--- src/rtl/mem_arbiter.sv ---
// mem_arbiter: shares one single-ported, synchronous-read memory between the
// fetch port (I, read-only) and the load/store port (D, read/write).
// D has fixed priority; a saturating starvation counter hands the slot to I
// once it has been blocked by D for STARVE_LIMIT consecutive cycles.
module mem_arbiter #(
  parameter int unsigned ADDR_WIDTH   = 10,
  parameter int unsigned WIDTH        = 64,
  parameter int unsigned STARVE_LIMIT = 4
) (
  input  logic                  clk,
  input  logic                  rst,
  // fetch port
  input  logic                  i_req,
  input  logic [ADDR_WIDTH-1:0] i_addr,
  output logic                  i_gnt,
  output logic                  i_rvalid,
  output logic [WIDTH-1:0]      i_rdata,
  // load/store port
  input  logic                  d_req,
  input  logic [ADDR_WIDTH-1:0] d_addr,
  input  logic [WIDTH/8-1:0]    d_we,
  input  logic [WIDTH-1:0]      d_wdata,
  output logic                  d_gnt,
  output logic                  d_rvalid,
  output logic [WIDTH-1:0]      d_rdata,
  // memory side
  output logic [ADDR_WIDTH-1:0] mem_addr,
  output logic [WIDTH-1:0]      mem_wdata,
  output logic [WIDTH/8-1:0]    mem_we,
  output logic                  mem_re,
  input  logic [WIDTH-1:0]      mem_rdata
);

  localparam int unsigned BW = WIDTH / 8;
  localparam int unsigned CW = $clog2(STARVE_LIMIT + 1);
  localparam logic [CW-1:0] LIMIT = CW'(STARVE_LIMIT);

  logic [CW-1:0] starve_q, starve_d;
  logic          resp_i_q, resp_i_d;
  logic          resp_d_q, resp_d_d;
  logic          starved;
  logic          d_is_rd;

  assign d_is_rd = ~|d_we;

  // Per-cycle grant: D wins unless I has been starved to the limit
  always_comb begin
    starved = i_req && (starve_q == LIMIT);
    i_gnt   = 1'b0;
    d_gnt   = 1'b0;
    if (!rst) begin
      if (d_req && !starved) begin
        d_gnt = 1'b1;
      end else if (i_req) begin
        i_gnt = 1'b1;
      end
    end
  end

  // Steer the granted requester onto the memory port; idle drives zeros
  always_comb begin
    mem_addr  = '0;
    mem_wdata = '0;
    mem_we    = BW'(0);
    mem_re    = 1'b0;
    if (i_gnt) begin
      mem_addr = i_addr;
      mem_re   = 1'b1;
    end else if (d_gnt) begin
      mem_addr = d_addr;
      if (d_is_rd) begin
        mem_re = 1'b1;
      end else begin
        mem_we    = d_we;
        mem_wdata = d_wdata;
      end
    end
  end

  // Next-state for response tracking and the starvation counter
  always_comb begin
    resp_i_d = i_gnt;
    resp_d_d = d_gnt && d_is_rd;
    starve_d = starve_q;
    if (!i_req || i_gnt) begin
      starve_d = '0;
    end else if (d_gnt && (starve_q != LIMIT)) begin
      starve_d = starve_q + CW'(1);
    end
  end

  // State registers; reset drops any read response in flight
  always_ff @(posedge clk or posedge rst) begin
    if (rst) begin
      resp_i_q <= 1'b0;
      resp_d_q <= 1'b0;
      starve_q <= '0;
    end else begin
      resp_i_q <= resp_i_d;
      resp_d_q <= resp_d_d;
      starve_q <= starve_d;
    end
  end

  assign i_rvalid = resp_i_q;
  assign d_rvalid = resp_d_q;
  assign i_rdata  = mem_rdata;
  assign d_rdata  = mem_rdata;

endmodule

--- config.mk ---
export PLATFORM = sky130hd
export DESIGN_NAME = mem_arbiter
export DESIGN_NICKNAME = d
export VERILOG_FILES = /design/src/rtl/mem_arbiter.sv
export SDC_FILE = /design/constraint.sdc
export NUM_CORES = 1
export LEC_CHECK = 0
export CAP_MARGIN = 10
export CORE_AREA = 3 3 143 145
export DETAILED_ROUTE_END_ITERATION = 10
export DIE_AREA = 0 0 146 148
export GPL_TIMING_DRIVEN = 0
export MAX_ROUTING_LAYER = met4
export SKIP_CTS_REPAIR_TIMING = 1
export SYNTH_ARGS = -nofsm -noshare
export SYNTH_HDL_FRONTEND = slang
export SYNTH_SLANG_ARGS = --single-unit
--- constraint.sdc ---
create_clock -name clk -period 1.71 [get_ports clk]
set_input_delay 0.171 -clock clk [delete_from_list [all_inputs] [get_ports clk]]
set_output_delay 0.171 -clock clk [all_outputs]
set_load 0.1 [all_outputs]
==> results.cfg, run 1 <==
[status]
status = finished with violations
violations = setup timing

[logic_synthesis]
netlist-cell-type-count = 23
yosys_warnings = 0
seq_area_frac_synth_pct = 6.57
syn_inst = 250
synthesis.area_um2 = 1900
synthesis.nets = 412
synth_seq_cells = 5
avgSynthCellArea_um2 = 7.62

[place]
hpwlAfterDp_mm = 9.60
gp_congestion = 0.724
port_buffers = 310
pre_cts_ws_ns = -1.73

[timing]
skew_ns = 0.00422
rsz0062_at_grt = yes
worst_hold_slack_ns = 0.355
fin_crit_sh_pct = 124
max_freq_mhz = 470
setup_viol = 85
slew_violations = 0
final_hold_viol_count = 0
fin_ws_ns = -0.417
relSlewSlack_pct = 33.5
period_minus_slack_ns = 2.13
tightest_slew_ns = 0.995

[hold_path]
worstHoldPathType = in2async

[critical_path]
crit_family = buffers and inverters
crit_path_top_delay_cell = dfrtp_1
cpPeakStageDelay_ns = 0.40
cp-start-kind = flip-flop
cp.depth = 10
crit_chain = inv_2 > ha_4 > and3_4 > buf_6 > nor2_4 > buf_4 > buf_8 > buf_6 > a22o_4 > buf_12
crit_buf_inv = 6
cp_max_fo = 5
reg2regPathDepth = 8
timing.critical_path.required_ns = 1.54
r2r-start = starve_q[0]
critPathMostFrequentCell = buf_6
worstSetupEndpointType = primary output
cp.arrival_ns = 1.96
crit_start = starve_q[0]
r2r-end = d_rvalid
timing.critical_path.to = mem_addr[1]
r2r_slack_ns = 0.12
critPathKind = reg2out

[routing]
top_layer_used = met4
vias = 2636
wl_mm = 11.3
wl_met2_mm = 6.20
drc = 0
drt-initial-drc-count = 39
wl_met3_um = 779
via_per_inst = 3.12
first_pass_iters = 4
ant_nets = 0
wire_per_inst_um = 13.4
wl_met1_mm = 4.29

[clock_network]
cts_htree_levels = 1
path_clk_slew_ns = 0.03
clock_latency_ns = 0.23
cts_sinks = 5
cts-root-buf = clkbuf_16
numCtsBuffers = 3
cts_tree = yes
clock_path_buffers = 2

[global_routing]
grt_pass1_vias = 2629
grt_max_degree = 12
antenna_found_initial = 0
grt_pass1_wl_mm = 14.9
overflow = 0
grt_usage_pct = 8.69

[pwr]
peakVddDrop_v = 0.000292
swShare_pct = 58.7
p_comb_share_pct = 86.5
leakagePower_uw = 0.00301
clkPwrFrac_pct = 10.2
powerDensity_nw_per_um2 = 552
switching_power_uw = 2220
p_int_uw = 1560
finalPower_uw = 3780
pwr-share-seq_pct = 3.3

[floorplanning]
pin_count = 375
core.rowCount = 51
fp.dieW_um = 146
start_util_pct = 9.85
die_area_um2 = 21600
core_area_um2 = 19300
die_h_um = 148

[layout]
num_antenna_cells = 0
nets = 742
area_growth_pct = 259
drive_gt1_share_pct = 57.9

[run]
maxCapViolCount = 0
[final cells by class]
class,instances,area (um2)
multi-input combinational,105,1060
tap,265,332
sequential,5,125
buffer,137,1120
timing repair buffer,325,4120
inverter,3,11.3
clock buffer,4,78.8
fill,1895,12500
[cell usage in the layout, fill, tap and decap left out, types with 2 or more instances in the layout]
cell type | Yosys | routed
dlymetal6s2s_1 | 0 | 2
buf_12 | 0 | 89
a22o_4 | 0 | 10
buf_6 | 6 | 5
nand2_1 | 3 | 2
nand4_1 | 2 | 2
inv_2 | 0 | 2
clkbuf_16 | 0 | 5
dfrtp_1 | 5 | 5
nor4_4 | 0 | 2
a21boi_0 | 3 | 3
buf_8 | 0 | 4
buf_4 | 128 | 137
and2_4 | 0 | 72
clkdlybuf4s50_1 | 0 | 223
[through the flow]
step	instance area, um2	TNS [ns]	utilization (%)	std cells
2_1_floorplan	2240	-6.26	-	250
5_1_grt	6840	-34.44	35.4	844
3_5_place_dp	5680	-129.43	29.4	825
6_report	6840	-27.66	35.4	844
3_3_place_gp	5680	-128.14	29.4	825
4_1_cts	5750	-133.95	29.8	829
[power groups by stage]
| stage | Sequential (uW) | Clock (uW) | Combinational (uW) |
|---|---|---|---|
| global route | 124 | 401 | 3340 |
| finish | 124 | 385 | 3270 |
| floorplan | 131 | 0 | 2260 |
| CTS | 124 | 391 | 2990 |
| global placement | 125 | 0 | 2980 |
| detailed placement | 125 | 0 | 2980 |
[registers in the layout (all words and copies together), names as in the netlist]
register  count
d_rvalid      1
i_rvalid      1
starve_q      3
[routing by layer]
layer	track usage [%]	vias up
met3	1.50	6
met4	0.706	0
met1	10.6	1177
met2	15.7	140
li1	-	1313
met5	-	-
[cell families (layout without fill, tap and decap cells)]
group           count (synthesis)  in the layout  share of synthesized area (%)
buf+inv                       140            469                           55.3
simple gates                   86             86                           29.0
compound gates                 17             17                           7.82
flops                           5              5                           6.57
fa+ha+maj                       2              2                           1.31
[worst min path at each step]
stage             endpoint  slack (ns)
3_3_place_gp   starve_q[0]        0.55
2_1_floorplan     d_rvalid       -0.03
4_1_cts        starve_q[1]        0.36
6_report       starve_q[1]        0.35
3_5_place_dp   starve_q[0]        0.56
5_1_grt        starve_q[1]        0.42
[worst reg2reg max path, stage by stage (launching register included)]
cell	delay [ns]
dfrtp_1	0.38
inv_2	0.07
ha_4	0.16
and3_4	0.16
buf_6	0.12
nor2_4	0.17
buf_4	0.15
clkbuf_16	0.13
and3_1	0.17
[Yosys cell counts (all sizes together)]
library cell / n / share of area [%]
nand2: 3 / 0.59
ha: 2 / 1.3
clkbuf: 1 / 0.20
inv: 3 / 0.59
nor4: 2 / 1.3
nor2: 1 / 0.20
a21boi: 3 / 1.2
and3: 2 / 0.66
nor3b: 1 / 0.39
a22o: 10 / 4.6
buf: 136 / 55
o21ai: 1 / 0.26
and2: 72 / 24
or3b: 1 / 0.46
a21oi: 1 / 0.26
dfrtp: 5 / 6.6
a31o: 1 / 0.46
nand4: 2 / 0.66
nand2b: 2 / 1.1
a211oi: 1 / 1.1
No activity file was read; power rests on OpenSTA's default activity.
==> run 2: changes to the inputs <==
--- a/config.mk
+++ b/config.mk
@@ -6,9 +6,9 @@
 export NUM_CORES = 1
 export LEC_CHECK = 0
 export CAP_MARGIN = 10
-export CORE_AREA = 3 3 143 145
+export CORE_AREA = 3 3 144 146
 export DETAILED_ROUTE_END_ITERATION = 10
-export DIE_AREA = 0 0 146 148
+export DIE_AREA = 0 0 147 149
 export GPL_TIMING_DRIVEN = 0
 export MAX_ROUTING_LAYER = met4
 export SKIP_CTS_REPAIR_TIMING = 1
==> constraint.sdc (replaced) <==
create_clock -name clk -period 2.7 [get_ports clk]
set_input_delay 0.27 -clock clk [delete_from_list [all_inputs] [get_ports clk]]
set_output_delay 0.27 -clock clk [all_outputs]
set_load 0.1 [all_outputs]
==> run 2 against run 1 <==
  * The run now ends clean
  * Final area decreased by 27%
  * Combinational power fell by 46%
  * Non-clock buffer count down 13
  * Sequential power shrank 37%
  * Count of clock-buffer cells in the layout did not move
  * Global-route usage down 0.42 points
  * Flip-flop and latch count stayed put
==> results.cfg, run 2 (same netlist as run 1, synthesis figures left out) <==
[status]
status = finished clean

[floorplanning]
core.rowCount = 51
core_area_um2 = 19500
pin_count = 375
fp.dieW_um = 147
start_util_pct = 9.75
die_area_um2 = 21900
die_h_um = 149

[clock_network]
cts_sinks = 5
clock_path_buffers = 2
numCtsBuffers = 3
cts-root-buf = clkbuf_16
cts_htree_levels = 1
clock_latency_ns = 0.23
path_clk_slew_ns = 0.03
cts_tree = yes

[timing]
tightest_slew_ns = 1.02
timing.setup.tns_ns = 0
slew_violations = 0
max_freq_mhz = 389
setup_viol = 0
skew_ns = 0.00304
period_minus_slack_ns = 2.57
rsz0062_at_grt = no
relSlewSlack_pct = 31.5
fin_crit_sh_pct = 95.2
final_hold_viol_count = 0

[routing]
wire_per_inst_um = 12.3
vias = 2569
via_per_inst = 3.09
drt-initial-drc-count = 27
ant_nets = 0
wl_mm = 10.2
drc = 0
first_pass_iters = 4

[layout]
mostFrequentLayoutCells = clkdlybuf4s50_1, buf_4, clkbuf_2, and2_1, a22o_1
area_growth_pct = 163
largest_reg_flops = 3
mostFrequentLayoutCell = clkdlybuf4s50_1
regMostFlops = starve_q
nets = 729
drive_gt1_share_pct = 41.2
num_antenna_cells = 0
stdcell_count = 831
finalInstanceArea_um2 = 5010

[global_routing]
overflow = 0
grt_pass1_wl_mm = 14.2
grt_pass1_vias = 2542
grt_usage_pct = 8.27
grt_max_degree = 12
antenna_found_initial = 0

[critical_path]
crit_start = starve_q[0]
cp.arrival_ns = 2.30
timing.critical_path.required_ns = 2.43
r2r-start = starve_q[0]
timing.critical_path.to = mem_wdata[24]
r2r-end = d_rvalid
reg2regPathDepth = 6
worstSetupEndpointType = primary output
r2r_slack_ns = 1.01
cp-start-kind = flip-flop
critPathKind = reg2out
cp_max_fo = 10

[pwr]
p_comb_share_pct = 84.6
powerDensity_nw_per_um2 = 416
pwr-share-seq_pct = 3.8
p_int_uw = 744
leakagePower_uw = 0.00237
switching_power_uw = 1340
peakVddDrop_v = 0.000156
clkPwrFrac_pct = 11.6
swShare_pct = 64.3

[place]
dp.cells = 825
gp_congestion = 0.740
hpwlAfterDp_mm = 9.31
port_buffers = 310
place_area_um2 = 5340

[run]
maxCapViolCount = 0

[hold_path]
worstHoldPathType = in2async
## run 2: changes by cell type in the layout (fill, tap and decap cells not counted), moves of 9 or more
cell,previous run,this run
buf_12,89,0
buf_2,0,9
a22o_4,10,0
clkbuf_2,0,79
and2_1,0,72
a22o_1,0,10
and2_4,72,0
## run 2: worst min path at each step
stage / startpoint / end / slack (ns) / cells past startpoint
detailed placement: starve_q[1] / starve_q[1] / 0.56 / 2
floorplan: rst / d_rvalid / 0.07 / 1
global placement: starve_q[0] / starve_q[0] / 0.56 / 2
global route: rst / starve_q[0] / 0.43 / 2
CTS: rst / starve_q[0] / 0.42 / 2
finish: rst / starve_q[0] / 0.41 / 2
## run 2: cell type report
type | instances | area, um2
Buffer | 137 | 1040
Clock buffer | 4 | 78.8
Tap cell | 265 | 332
Inverter | 3 | 11.3
Multi-Input combinational cell | 105 | 726
Fill cell | 2207 | 14500
Sequential cell | 5 | 125
Timing Repair Buffer | 312 | 2690
## run 2: metal layers
metal	part of all wire [%]	global-route usage (%)	vias up	routed length, um
met3	8.2	1.52	2	841
met5	0	-	-	0
met2	54	15.6	145	5540
met4	0.40	1.49	0	41
met1	37	9.21	1138	3790
li1	-	-	1284	-
## run 2: worst max-delay path, cell delays in order, from the launching register on
cell and delay, ns:
dfrtp_1 0.36, inv_1 0.06, ha_1 0.22, and3_1 0.24
a211oi_4 0.23, buf_4 0.20, buf_6 0.14, and2_1 0.16
buf_2 0.44
## run 2: power groups by stage
stage                     registers (uW)  clock network [uW]  logic, uW
after floorplan                     83.3                   0       1360
after global placement              79.1                   0       1820
after detailed placement            79.2                   0       1820
after CTS                           78.3                 248       1820
after global routing                78.5                 252       1810
final                               78.3                 241       1760
## run 2: stage by stage
stage	utilization [%]	power, uW	setup slack, ns	hold slack (ns)
after floorplan	-	1450	0.107	0.0653
after global placement	27.3	1900	-0.954	0.556
after detailed placement	27.3	1900	-0.934	0.561
after CTS	27.8	2150	-1.04	0.418
after global routing	25.7	2140	0.00112	0.434
final	25.7	2080	0.129	0.412
